[config.mk]
export PLATFORM = sky130hd
export DESIGN_NAME = sim_phase_sequencer_flat
export DESIGN_NICKNAME = d
export VERILOG_FILES = /design/src/rtl/sim_phase_sequencer_pkg.sv /design/src/rtl/sim_phase_sequencer_if.sv /design/src/rtl/sim_cyc_counter.sv /design/src/rtl/sim_phase_sequencer.sv /design/src/flat_wrapper.sv
export SDC_FILE = /design/constraint.sdc
export NUM_CORES = 1
export LEC_CHECK = 0
export ABC_CLOCK_PERIOD_IN_PS = 5100
export BUFFER_PORTS_ARGS = -buffer_cell sky130_fd_sc_hd__clkbuf_2
export CAP_MARGIN = 15
export CORE_MARGIN = 2
export CORE_UTILIZATION = 60
export CTS_BUF_LIST = sky130_fd_sc_hd__clkbuf_2
export CTS_CLUSTER_SIZE = 30
export DETAILED_ROUTE_END_ITERATION = 16
export PLACE_DENSITY = 0.81
export SLEW_MARGIN = 30
export SYNTH_ARGS = -nofsm -noshare
export SYNTH_HDL_FRONTEND = slang
export SYNTH_HIERARCHICAL = 1
export SYNTH_SLANG_ARGS = --single-unit
[constraint.sdc]
create_clock -name clk -period 5.1 [get_ports clk]
set_clock_uncertainty 0.15 [all_clocks]
set_input_delay 0.51 -clock clk [delete_from_list [all_inputs] [get_ports clk]]
set_output_delay 0.51 -clock clk [all_outputs]
set_load 0.1 [all_outputs]
[src/rtl/sim_phase_sequencer_pkg.sv]
// Shared types and default parameter values for the phase sequencer.
//   seq_state_e  : sequencer FSM states
//   fail_code_e  : reason reported on fail_code while in the fail state
package sim_seq_pkg;

  localparam int unsigned DefNumPhases = 4;
  localparam int unsigned DefLenW      = 8;
  localparam int unsigned DefCycW      = 16;
  localparam int unsigned DefTimeout   = 1000;

  typedef enum logic [1:0] {
    StIdle = 2'd0,
    StRun  = 2'd1,
    StDone = 2'd2,
    StFail = 2'd3
  } seq_state_e;

  typedef enum logic [1:0] {
    FailNone    = 2'd0,
    FailChkErr  = 2'd1,
    FailTimeout = 2'd2
  } fail_code_e;

endpackage

[src/rtl/sim_phase_sequencer_if.sv]
// Control/status bundle between a test controller (master) and the sequencer (slave).
//   cfg_we/cfg_idx/cfg_len : phase-length table write
//   start/abort/err        : run control and checker error
//   phase_id .. fail_code  : sequencer status
interface sim_phase_sequencer_if import sim_seq_pkg::*; #(
  parameter int unsigned NUM_PHASES = DefNumPhases,
  parameter int unsigned LEN_W      = DefLenW,
  parameter int unsigned CYC_W      = DefCycW
);
  localparam int unsigned IDX_W = $clog2(NUM_PHASES);

  logic             cfg_we;
  logic [IDX_W-1:0] cfg_idx;
  logic [LEN_W-1:0] cfg_len;
  logic             start;
  logic             abort;
  logic             err;
  logic [IDX_W-1:0] phase_id;
  logic             phase_active;
  logic             phase_first;
  logic [CYC_W-1:0] cyc;
  logic             finish;
  logic             pass;
  logic [1:0]       fail_code;

  modport master (
    output cfg_we, cfg_idx, cfg_len, start, abort, err,
    input  phase_id, phase_active, phase_first, cyc, finish, pass, fail_code
  );

  modport slave (
    input  cfg_we, cfg_idx, cfg_len, start, abort, err,
    output phase_id, phase_active, phase_first, cyc, finish, pass, fail_code
  );

endinterface

[src/rtl/sim_cyc_counter.sv]
// Saturating up-counter with synchronous clear (priority) and enable.
//   clk, rst : clock, asynchronous active-high reset
//   clr_i    : clear to zero
//   en_i     : count up, holding at all-ones
//   cnt_o    : current count
module sim_cyc_counter #(
  parameter int unsigned W = 8
) (
  input  logic         clk,
  input  logic         rst,
  input  logic         clr_i,
  input  logic         en_i,
  output logic [W-1:0] cnt_o
);

  logic [W-1:0] cnt_q, cnt_d;

  always_comb begin
    cnt_d = cnt_q;
    if (clr_i) begin
      cnt_d = '0;
    end else if (en_i && (cnt_q != '1)) begin
      cnt_d = cnt_q + W'(1);
    end
  end

  always_ff @(posedge clk or posedge rst) begin
    if (rst) begin
      cnt_q <= '0;
    end else begin
      cnt_q <= cnt_d;
    end
  end

  assign cnt_o = cnt_q;

endmodule

[src/rtl/sim_phase_sequencer.sv]
// Steps a simulation through a table of test phases of programmable length, tracking
// checker errors per phase and a global watchdog.
//   clk, rst : clock, asynchronous active-high reset
//   bus      : slave side of sim_phase_sequencer_if (table writes, start/abort/err in;
//              phase_id, phase_active, phase_first, cyc, finish, pass, fail_code out)
module sim_phase_sequencer import sim_seq_pkg::*; #(
  parameter int unsigned NUM_PHASES = DefNumPhases,
  parameter int unsigned LEN_W      = DefLenW,
  parameter int unsigned CYC_W      = DefCycW,
  parameter int unsigned TIMEOUT    = DefTimeout
) (
  input logic                 clk,
  input logic                 rst,
  sim_phase_sequencer_if.slave bus
);

  localparam int unsigned IDX_W = $clog2(NUM_PHASES);

  seq_state_e       state_q, state_d;
  logic [IDX_W-1:0] phase_q, phase_d;
  logic             flag_q, flag_d;
  logic             finish_q, finish_d;
  fail_code_e       code_q, code_d;

  logic [LEN_W-1:0] len_q [NUM_PHASES];
  logic [LEN_W-1:0] cur_len;
  logic [LEN_W-1:0] pcnt;
  logic [CYC_W-1:0] cyc_cnt;
  logic             pcnt_clr, pcnt_en, cyc_clr, cyc_en;

  logic             first_found, next_found;
  logic [IDX_W-1:0] first_idx, next_idx;
  logic             last_cyc;

  // Phase-length table; writable only outside a run.
  always_ff @(posedge clk or posedge rst) begin
    if (rst) begin
      for (int unsigned i = 0; i < NUM_PHASES; i++) begin
        len_q[i] <= LEN_W'(1);
      end
    end else if (bus.cfg_we && (state_q != StRun) && (32'(bus.cfg_idx) < NUM_PHASES)) begin
      len_q[bus.cfg_idx] <= bus.cfg_len;
    end
  end

  // First nonzero phase overall, and first nonzero phase after the current one.
  always_comb begin
    first_found = 1'b0;
    first_idx   = '0;
    next_found  = 1'b0;
    next_idx    = '0;
    for (int unsigned i = 0; i < NUM_PHASES; i++) begin
      if (len_q[i] != '0) begin
        if (!first_found) begin
          first_found = 1'b1;
          first_idx   = IDX_W'(i);
        end
        if (!next_found && (i > 32'(phase_q))) begin
          next_found = 1'b1;
          next_idx   = IDX_W'(i);
        end
      end
    end
  end

  assign cur_len  = len_q[phase_q];
  assign last_cyc = (pcnt == (cur_len - LEN_W'(1)));

  always_comb begin
    state_d  = state_q;
    phase_d  = phase_q;
    flag_d   = flag_q;
    code_d   = code_q;
    finish_d = 1'b0;
    pcnt_clr = 1'b0;
    pcnt_en  = 1'b0;
    cyc_clr  = 1'b0;
    cyc_en   = 1'b0;
    unique case (state_q)
      StRun: begin
        cyc_en  = 1'b1;
        pcnt_en = 1'b1;
        // Sticky error restarts on each phase's first cycle, but err on that cycle counts.
        flag_d  = ((pcnt == '0) ? 1'b0 : flag_q) | bus.err;
        if (bus.abort) begin
          state_d  = StIdle;
          code_d   = FailNone;
          flag_d   = 1'b0;
          pcnt_clr = 1'b1;
        end else if (cyc_cnt == CYC_W'(TIMEOUT - 1)) begin
          state_d  = StFail;
          code_d   = FailTimeout;
          finish_d = 1'b1;
        end else if (last_cyc) begin
          pcnt_clr = 1'b1;
          if (flag_d) begin
            state_d  = StFail;
            code_d   = FailChkErr;
            finish_d = 1'b1;
          end else if (next_found) begin
            phase_d = next_idx;
          end else begin
            state_d  = StDone;
            finish_d = 1'b1;
          end
        end
      end
      StIdle, StDone, StFail: begin
        if (bus.start) begin
          cyc_clr  = 1'b1;
          pcnt_clr = 1'b1;
          code_d   = FailNone;
          flag_d   = 1'b0;
          if (first_found) begin
            state_d = StRun;
            phase_d = first_idx;
          end else begin
            // Nothing to run: report success immediately.
            state_d  = StDone;
            finish_d = 1'b1;
          end
        end
      end
    endcase
  end

  always_ff @(posedge clk or posedge rst) begin
    if (rst) begin
      state_q  <= StIdle;
      phase_q  <= '0;
      flag_q   <= 1'b0;
      finish_q <= 1'b0;
      code_q   <= FailNone;
    end else begin
      state_q  <= state_d;
      phase_q  <= phase_d;
      flag_q   <= flag_d;
      finish_q <= finish_d;
      code_q   <= code_d;
    end
  end

  sim_cyc_counter #(
    .W (LEN_W)
  ) u_phase_cnt (
    .clk   (clk),
    .rst   (rst),
    .clr_i (pcnt_clr),
    .en_i  (pcnt_en),
    .cnt_o (pcnt)
  );

  sim_cyc_counter #(
    .W (CYC_W)
  ) u_cyc_cnt (
    .clk   (clk),
    .rst   (rst),
    .clr_i (cyc_clr),
    .en_i  (cyc_en),
    .cnt_o (cyc_cnt)
  );

  assign bus.phase_id     = phase_q;
  assign bus.phase_active = (state_q == StRun);
  assign bus.phase_first  = (state_q == StRun) && (pcnt == '0);
  assign bus.cyc          = cyc_cnt;
  assign bus.finish       = finish_q;
  assign bus.pass         = (state_q == StDone);
  assign bus.fail_code    = code_q;

endmodule

[src/flat_wrapper.sv]
// flat-port wrapper written by rule: the top's interface ports become plain ports
module sim_phase_sequencer_flat import sim_seq_pkg::*;
#(
  parameter int unsigned NUM_PHASES = DefNumPhases,
  parameter int unsigned LEN_W      = DefLenW,
  parameter int unsigned CYC_W      = DefCycW,
  parameter int unsigned TIMEOUT    = DefTimeout
)
  (clk, rst, bus_cfg_we, bus_cfg_idx, bus_cfg_len, bus_start, bus_abort, bus_err, bus_phase_id, bus_phase_active, bus_phase_first, bus_cyc, bus_finish, bus_pass, bus_fail_code);
  sim_phase_sequencer_if #(.NUM_PHASES(NUM_PHASES), .LEN_W(LEN_W), .CYC_W(CYC_W)) bus_i ();
  input logic clk;
  input logic rst;
  input wire logic [$bits(bus_i.cfg_we)-1:0] bus_cfg_we;
  input wire logic [$bits(bus_i.cfg_idx)-1:0] bus_cfg_idx;
  input wire logic [$bits(bus_i.cfg_len)-1:0] bus_cfg_len;
  input wire logic [$bits(bus_i.start)-1:0] bus_start;
  input wire logic [$bits(bus_i.abort)-1:0] bus_abort;
  input wire logic [$bits(bus_i.err)-1:0] bus_err;
  output wire logic [$bits(bus_i.phase_id)-1:0] bus_phase_id;
  output wire logic [$bits(bus_i.phase_active)-1:0] bus_phase_active;
  output wire logic [$bits(bus_i.phase_first)-1:0] bus_phase_first;
  output wire logic [$bits(bus_i.cyc)-1:0] bus_cyc;
  output wire logic [$bits(bus_i.finish)-1:0] bus_finish;
  output wire logic [$bits(bus_i.pass)-1:0] bus_pass;
  output wire logic [$bits(bus_i.fail_code)-1:0] bus_fail_code;
  assign bus_i.cfg_we = bus_cfg_we;
  assign bus_i.cfg_idx = bus_cfg_idx;
  assign bus_i.cfg_len = bus_cfg_len;
  assign bus_i.start = bus_start;
  assign bus_i.abort = bus_abort;
  assign bus_i.err = bus_err;
  assign bus_phase_id = bus_i.phase_id;
  assign bus_phase_active = bus_i.phase_active;
  assign bus_phase_first = bus_i.phase_first;
  assign bus_cyc = bus_i.cyc;
  assign bus_finish = bus_i.finish;
  assign bus_pass = bus_i.pass;
  assign bus_fail_code = bus_i.fail_code;
  sim_phase_sequencer #(.NUM_PHASES(NUM_PHASES), .LEN_W(LEN_W), .CYC_W(CYC_W), .TIMEOUT(TIMEOUT)) u_core (.clk(clk), .rst(rst), .bus(bus_i));
endmodule
==> flow_summary.ini, run 1 <==
[yosys]
avgSynthCellArea_sq_um = 10.46
yosysSeqAreaShare_pct = 42.29
ys.flop_type = dfrtp_1
synth_seq_cells = 64
synthCells = 363
mappedNetlistArea_sq_mm = 0.003799
async_flop_share_pct = 100.0
synth_nets = 382
yosysUniqueCellTypes = 65
yosysWarnings = 6
synth_edf_count = 0

[clocking]
clk_latency_ns = 0.50
h-tree-depth = 3
cts_root_buf = clkbuf_2
post_cts_resized = 0
post_cts_buffers = 0
ctsHoldBuffers = 1
clock_sinks = 64
cts_buffers = 9
clockBufferDepth = 2
clk_pin_slew_ns = 0.17
cts_tree = built

[die]
start_util_pct = 63.04
ioPinCount = 40
fp.dieH_microns = 83.57
core-area_sq_mm = 0.006026
die_area_sq_mm = 0.006984
die_x_microns = 83.57
rows = 28

[power]
powerDensity_mw_per_mm2 = 561.6
p_leak_nw = 1.775
ir_drop_v = 0.0003093

[timing]
setup_ws_ns = 0.6323
fmax_mhz = 223.8
finalCriticalPeriod_ns = 4.468
max_slew.worst_pin.slew_ns = 0.7562
finalHoldViolations = 0
drv_slew = 0
setup_viol_count_final = 0
period_share_pct = 87.60
max_slew_margin_pct = 49.58
rsz0062_at_grt = false
tns_ns = 0

[setup_path]
crit_chain = mux4_2, inv_1, ha_1, inv_1, o31a_1, or4_1, o311ai_0, nor3b_1, nand2_1, a21oi_1, nor2_1, mux2_4
path_class = flop to flop
startpoint = u_core/bus.phase_id[0]$_DFFE_PP0P_
cp-start-kind = flop
cp_num_buf_inv = 2
cp.arrival_ns = 4.72
required_ns = 5.35
r2r-start = u_core/bus.phase_id[0]$_DFFE_PP0P_
path_max_fanout = 17
slowest_stage = dfrtp_1
crit_path_frequent_cell = inv_1
critPathMaxStageDelay_ns = 0.81
path_delay_family = simple AND/OR/NAND/NOR gates
endpoint_kind = flop
rrSetupSlack_ns = 0.63

[finish]
fin_nets = 424
area_growth_pct = 10.05
diodes = 0
drive_gt1_share_pct = 28.54

[hold_path]
worstHoldPathType = input port to flop
worst_hold_startpoint = bus_cfg_len[3]

[detailed_routing]
vias = 3182
routedWlPerCell_microns = 18.25
drtIter0Drc = 274
drc = 0
wirelength_mm = 8.849
first_pass_iters = 5
antenna_left = 0
viasPerCell = 6.561

[run]
maxCapViolCount = 0

[global_routing]
grtUsageTotal_pct = 26.81
grt_pass1_wl_mm = 14.98
grt_pass1_vias = 3041
antenna_found_initial = 0
grt_max_degree = 41
grt_overflow = 0

[status]
status = finished clean

[place]
gp_congestion = 0.9026
io_buffer_count = 39
place_ws_ns = 0.6887
dp.final_hpwl_mm = 6.583
-- through the flow --
stage | hold slack, ns | std cells | total power, mW | util (%) | area (sq um)
2_1_floorplan | 0.1757 | 363 | 1.762 | - | 3799
3_3_place_gp | 0.3190 | 468 | 1.936 | 66.94 | 4034
3_5_place_dp | 0.3356 | 468 | 1.995 | 67.03 | 4039
4_1_cts | 0.1054 | 485 | 2.343 | 69.37 | 4180
5_1_grt | 0.1028 | 485 | 2.493 | 69.37 | 4180
6_report | 0.1346 | 485 | 2.347 | 69.37 | 4180
-- cells by family after synthesis --
| logic type | synth area share, % |
|---|---|
| fa+ha+maj | 0.9882 |
| compound gates | 11.76 |
| mux | 18.05 |
| flops | 42.29 |
| xor+xnor | 1.614 |
| buf+inv | 3.392 |
| simple gates | 21.90 |
-- registers in the layout, indices dropped and copies added, names as in the netlist --
| signal | flops |
|---|---|
| u_core/u_phase_cnt/cnt_o | 8 |
| u_core/state_q | 2 |
| u_core/bus.finish | 1 |
| u_core/bus.fail_code | 2 |
| u_core/len_q | 32 |
| u_core/bus.phase_id | 2 |
| u_core/flag_q | 1 |
| u_core/u_cyc_cnt/cnt_o | 16 |
-- cells in the final DEF, fill, tap and decap left out, types with 11 or more instances in the layout --
cell type and instances:
dfrtp_1 60, clkbuf_2 48, mux2_2 34, nor2_1 25
nand2_1 22, a21oi_1 22, inv_1 15, nand3_1 13
or4_1 12, nor4_1 11, nor2b_1 11
-- synth_stat cells (4+ instances only) --
| library cell | number | area share [%] |
|---|---|---|
| or4_1 | 12 | 2.4 |
| dfrtp_1 | 60 | 40 |
| nand2b_1 | 6 | 0.99 |
| o31ai_1 | 7 | 1.4 |
| dfstp_2 | 4 | 2.8 |
| mux2_4 | 4 | 1.6 |
| nor4_1 | 11 | 1.8 |
| mux2_2 | 34 | 10 |
| clkbuf_1 | 4 | 0.40 |
| nand3_1 | 13 | 1.7 |
| nand4_1 | 8 | 1.3 |
| mux4_2 | 8 | 4.7 |
| a21oi_1 | 22 | 2.9 |
| or3_1 | 7 | 1.2 |
| nor2_1 | 25 | 2.5 |
| nor3_1 | 10 | 1.3 |
| nor2b_1 | 11 | 1.8 |
| xor2_1 | 4 | 0.92 |
| o21ai_0 | 8 | 1.1 |
| mux2i_1 | 4 | 1.1 |
| nand2_1 | 22 | 2.2 |
| inv_1 | 15 | 1.5 |
-- worst register-to-register path: cells and delay by family, from the launching register on --
| kind | cells | cell delay [ns] |
|---|---|---|
| buf+inv | 2 | 0.17 |
| mux | 2 | 0.93 |
| fa+ha+maj | 1 | 0.19 |
| compound gates | 3 | 1.01 |
| flops | 1 | 0.81 |
| simple gates | 4 | 1.13 |
-- layer usage --
layer / GRT usage, % / share of wire (%)
met4: 12.46 / 3.1
met3: 4.352 / 6.2
met5: 0 / 0
met1: 37.61 / 44
met2: 40.95 / 47
-- worst paths after layout --
kind | depth (start not counted) | end
worst max-delay path | 12 | u_core/u_phase_cnt/cnt_o[5]$_DFFE_PP0P_
worst min-delay path | 2 | u_core/len_q[27]$_DFFE_PP0P_
worst max register to register | 12 | u_core/u_phase_cnt/cnt_o[5]$_DFFE_PP0P_
worst min register to register | 1 | u_core/flag_q$_DFFE_PP0P_
max in group asynchronous | 3 | u_core/u_cyc_cnt/cnt_o[2]$_DFFE_PP0P_
min in group asynchronous | 3 | u_core/u_phase_cnt/cnt_o[4]$_DFFE_PP0P_
-- cell type report --
cell class                 count  area [sq um]
timing repair buffer          42         220.2
sequential                    64          1607
clock buffer                   9         45.04
inverter                      16         60.06
clock inverter                 7         86.33
tap                           75         93.84
multi-input combinational    272          2068
fill                         461          1846
-- report_power, final --
| group | leakage (nW) | total, mW | internal [mW] | switching [mW] |
|---|---|---|---|---|
| sequential | 0.815 | 0.891 | 0.677 | 0.213 |
| combinational | 0.889 | 1.11 | 0.460 | 0.652 |
| clock | 0.0706 | 0.344 | 0.157 | 0.187 |
Power figures use the tool's default switching activity.
==> inputs of run 2 (changes only) <==
- CELL_PAD_IN_SITES_DETAIL_PLACEMENT: unset -> 0
- CELL_PAD_IN_SITES_GLOBAL_PLACEMENT: unset -> 1
- CORE_ASPECT_RATIO: unset -> 0.5
- CORE_UTILIZATION: 60 -> 52
- PLACE_DENSITY: 0.81 -> unset
- PLACE_DENSITY_LB_ADDON: unset -> 0.1
- RECOVER_POWER: unset -> 100
==> flow_summary.ini, run 2 (synthesis results as in run 1) <==
[finish]
regMostFlops = u_core/len_q
layout_commonest_cell = dfrtp_1
ff_latch_area_sq_mm = 0.001607
drive_gt1_share_pct = 20.68
nFillCells = 610
diodes = 0
fin_nets = 425
final_cell_mix = dfrtp_1, mux2_2, clkbuf_1
area_growth_pct = 9.750
largest_reg_flops = 32
multi_input_area_sq_mm = 0.002038

[die]
rows = 21
core-area_sq_mm = 0.006884
die_x_microns = 124.9
start_util_pct = 55.18
fp.dieH_microns = 64.44
die_area_sq_mm = 0.008046
ioPinCount = 40

[detailed_routing]
antenna_left = 0
wirelength_mm = 8.965
first_pass_iters = 7
routedWlPerCell_microns = 17.82
drtIter0Drc = 237
viasPerCell = 6.207
vias = 3122
drc = 0

[setup_path]
path_max_fanout = 17
required_ns = 5.36
path_class = flop to flop
cp-start-kind = flop
cp.arrival_ns = 4.73
endpoint_kind = flop

[power]
share_seq_of_total_power_pct = 37.3
swShare_pct = 44.23
p_sw_mw = 1.057
power_mw = 2.390
ir_drop_v = 0.0003513
powerDensity_mw_per_mm2 = 573.2
p_comb_share_pct = 45.4
p_leak_nw = 1.698
p_int_mw = 1.333
power_frac_clock_pct = 17.3

[place]
gp_congestion = 0.8766
dp.final_hpwl_mm = 6.449
io_buffer_count = 39

[global_routing]
grt_max_degree = 41
grt_pass1_vias = 2983
grtUsageTotal_pct = 23.62
grt_overflow = 0
grt_pass1_wl_mm = 15.01
antenna_found_initial = 0

[clocking]
cts_root_buf = clkbuf_2
post_cts_buffers = 0
clk_latency_ns = 0.53
cts_tree = built
post_cts_resized = 0
clock_sinks = 64
h-tree-depth = 3
clk_pin_slew_ns = 0.21
clockBufferDepth = 2
cts_buffers = 9
ctsHoldBuffers = 1

[status]
violations = capacitance limit, slew limit
status = finished, violations left

[hold_path]
worstHoldPathType = input port to flop

[timing]
setup_viol_count_final = 0
drv_slew = 41
period_share_pct = 87.66
fmax_mhz = 223.7
max_slew.worst_pin.slew_ns = 2.114
max_slew_margin_pct = -40.94
rsz0062_at_grt = false
finalHoldViolations = 0
finalCriticalPeriod_ns = 4.471
tns_ns = 0

[run]
maxCapViolCount = 1
run 2: through the flow:
stage	util [%]	setup WS, ns	hold slack [ns]	cell area (sq um)	cells
after floorplan	-	0.8548	0.1757	3799	363
after global placement	59.01	0.8969	0.3122	4063	486
after detailed placement	59.01	0.7289	0.3214	4063	486
after CTS	61.54	0.6853	0.05060	4237	503
after global routing	60.56	0.2681	0.04596	4169	503
final	60.56	0.6295	0.08529	4169	503
run 2: routing by layer:
metal | wire, microns | vias to the layer above | GRT usage (%)
li1 | - | 1463 | -
met3 | 586 | 18 | 6.441
met5 | 0 | - | 0
met1 | 4288 | 1517 | 31.91
met4 | 158 | 0 | 6.806
met2 | 3932 | 124 | 37.98
run 2: final cells by class:
cell class / count / share of cell area (%)
Multi-Input combinational cell: 272 / 48.89
Sequential cell: 64 / 38.54
Timing Repair Buffer: 43 / 4.442
Clock inverter: 7 / 2.851
Tap cell: 92 / 2.761
Inverter: 16 / 1.441
Clock buffer: 9 / 1.080
run 2: final timing paths:
path	startpoint	slack (ns)	endpoint	cells after the start
max reg2reg	u_core/bus.phase_id[0]$_DFFE_PP0P_	0.63	u_core/u_phase_cnt/cnt_o[3]$_DFFE_PP0P_	12
max in group asynchronous	rst	2.42	u_core/bus.finish$_DFF_PP0_	4
max	u_core/bus.phase_id[0]$_DFFE_PP0P_	0.63	u_core/u_phase_cnt/cnt_o[3]$_DFFE_PP0P_	12
min	bus_cfg_len[7]	0.09	u_core/len_q[31]$_DFFE_PP0P_	2
min in group asynchronous	rst	0.36	u_core/u_phase_cnt/cnt_o[6]$_DFFE_PP0P_	3
min reg2reg	u_core/state_q[1]$_DFFE_PP0P_	0.36	u_core/state_q[1]$_DFFE_PP0P_	1
run 2: worst max-delay path: stages (launching register included):
cell	delay, ns
dfrtp_1	0.79
mux4_2	0.63
inv_1	0.11
ha_1	0.18
inv_1	0.07
o31a_1	0.32
or4_1	0.46
o311ai_0	0.12
nor3b_1	0.43
nand2_1	0.09
a21oi_1	0.58
nor2_1	0.12
mux2_1	0.32
run 2: power groups by stage:
stage / combinational [mW] / sequential (mW) / clock (mW)
floorplan: 0.839 / 0.923 / 0
global placement: 1.07 / 0.884 / 0
detailed placement: 1.10 / 0.892 / 0
CTS: 1.10 / 0.882 / 0.425
global route: 1.18 / 0.915 / 0.443
finish: 1.09 / 0.890 / 0.413
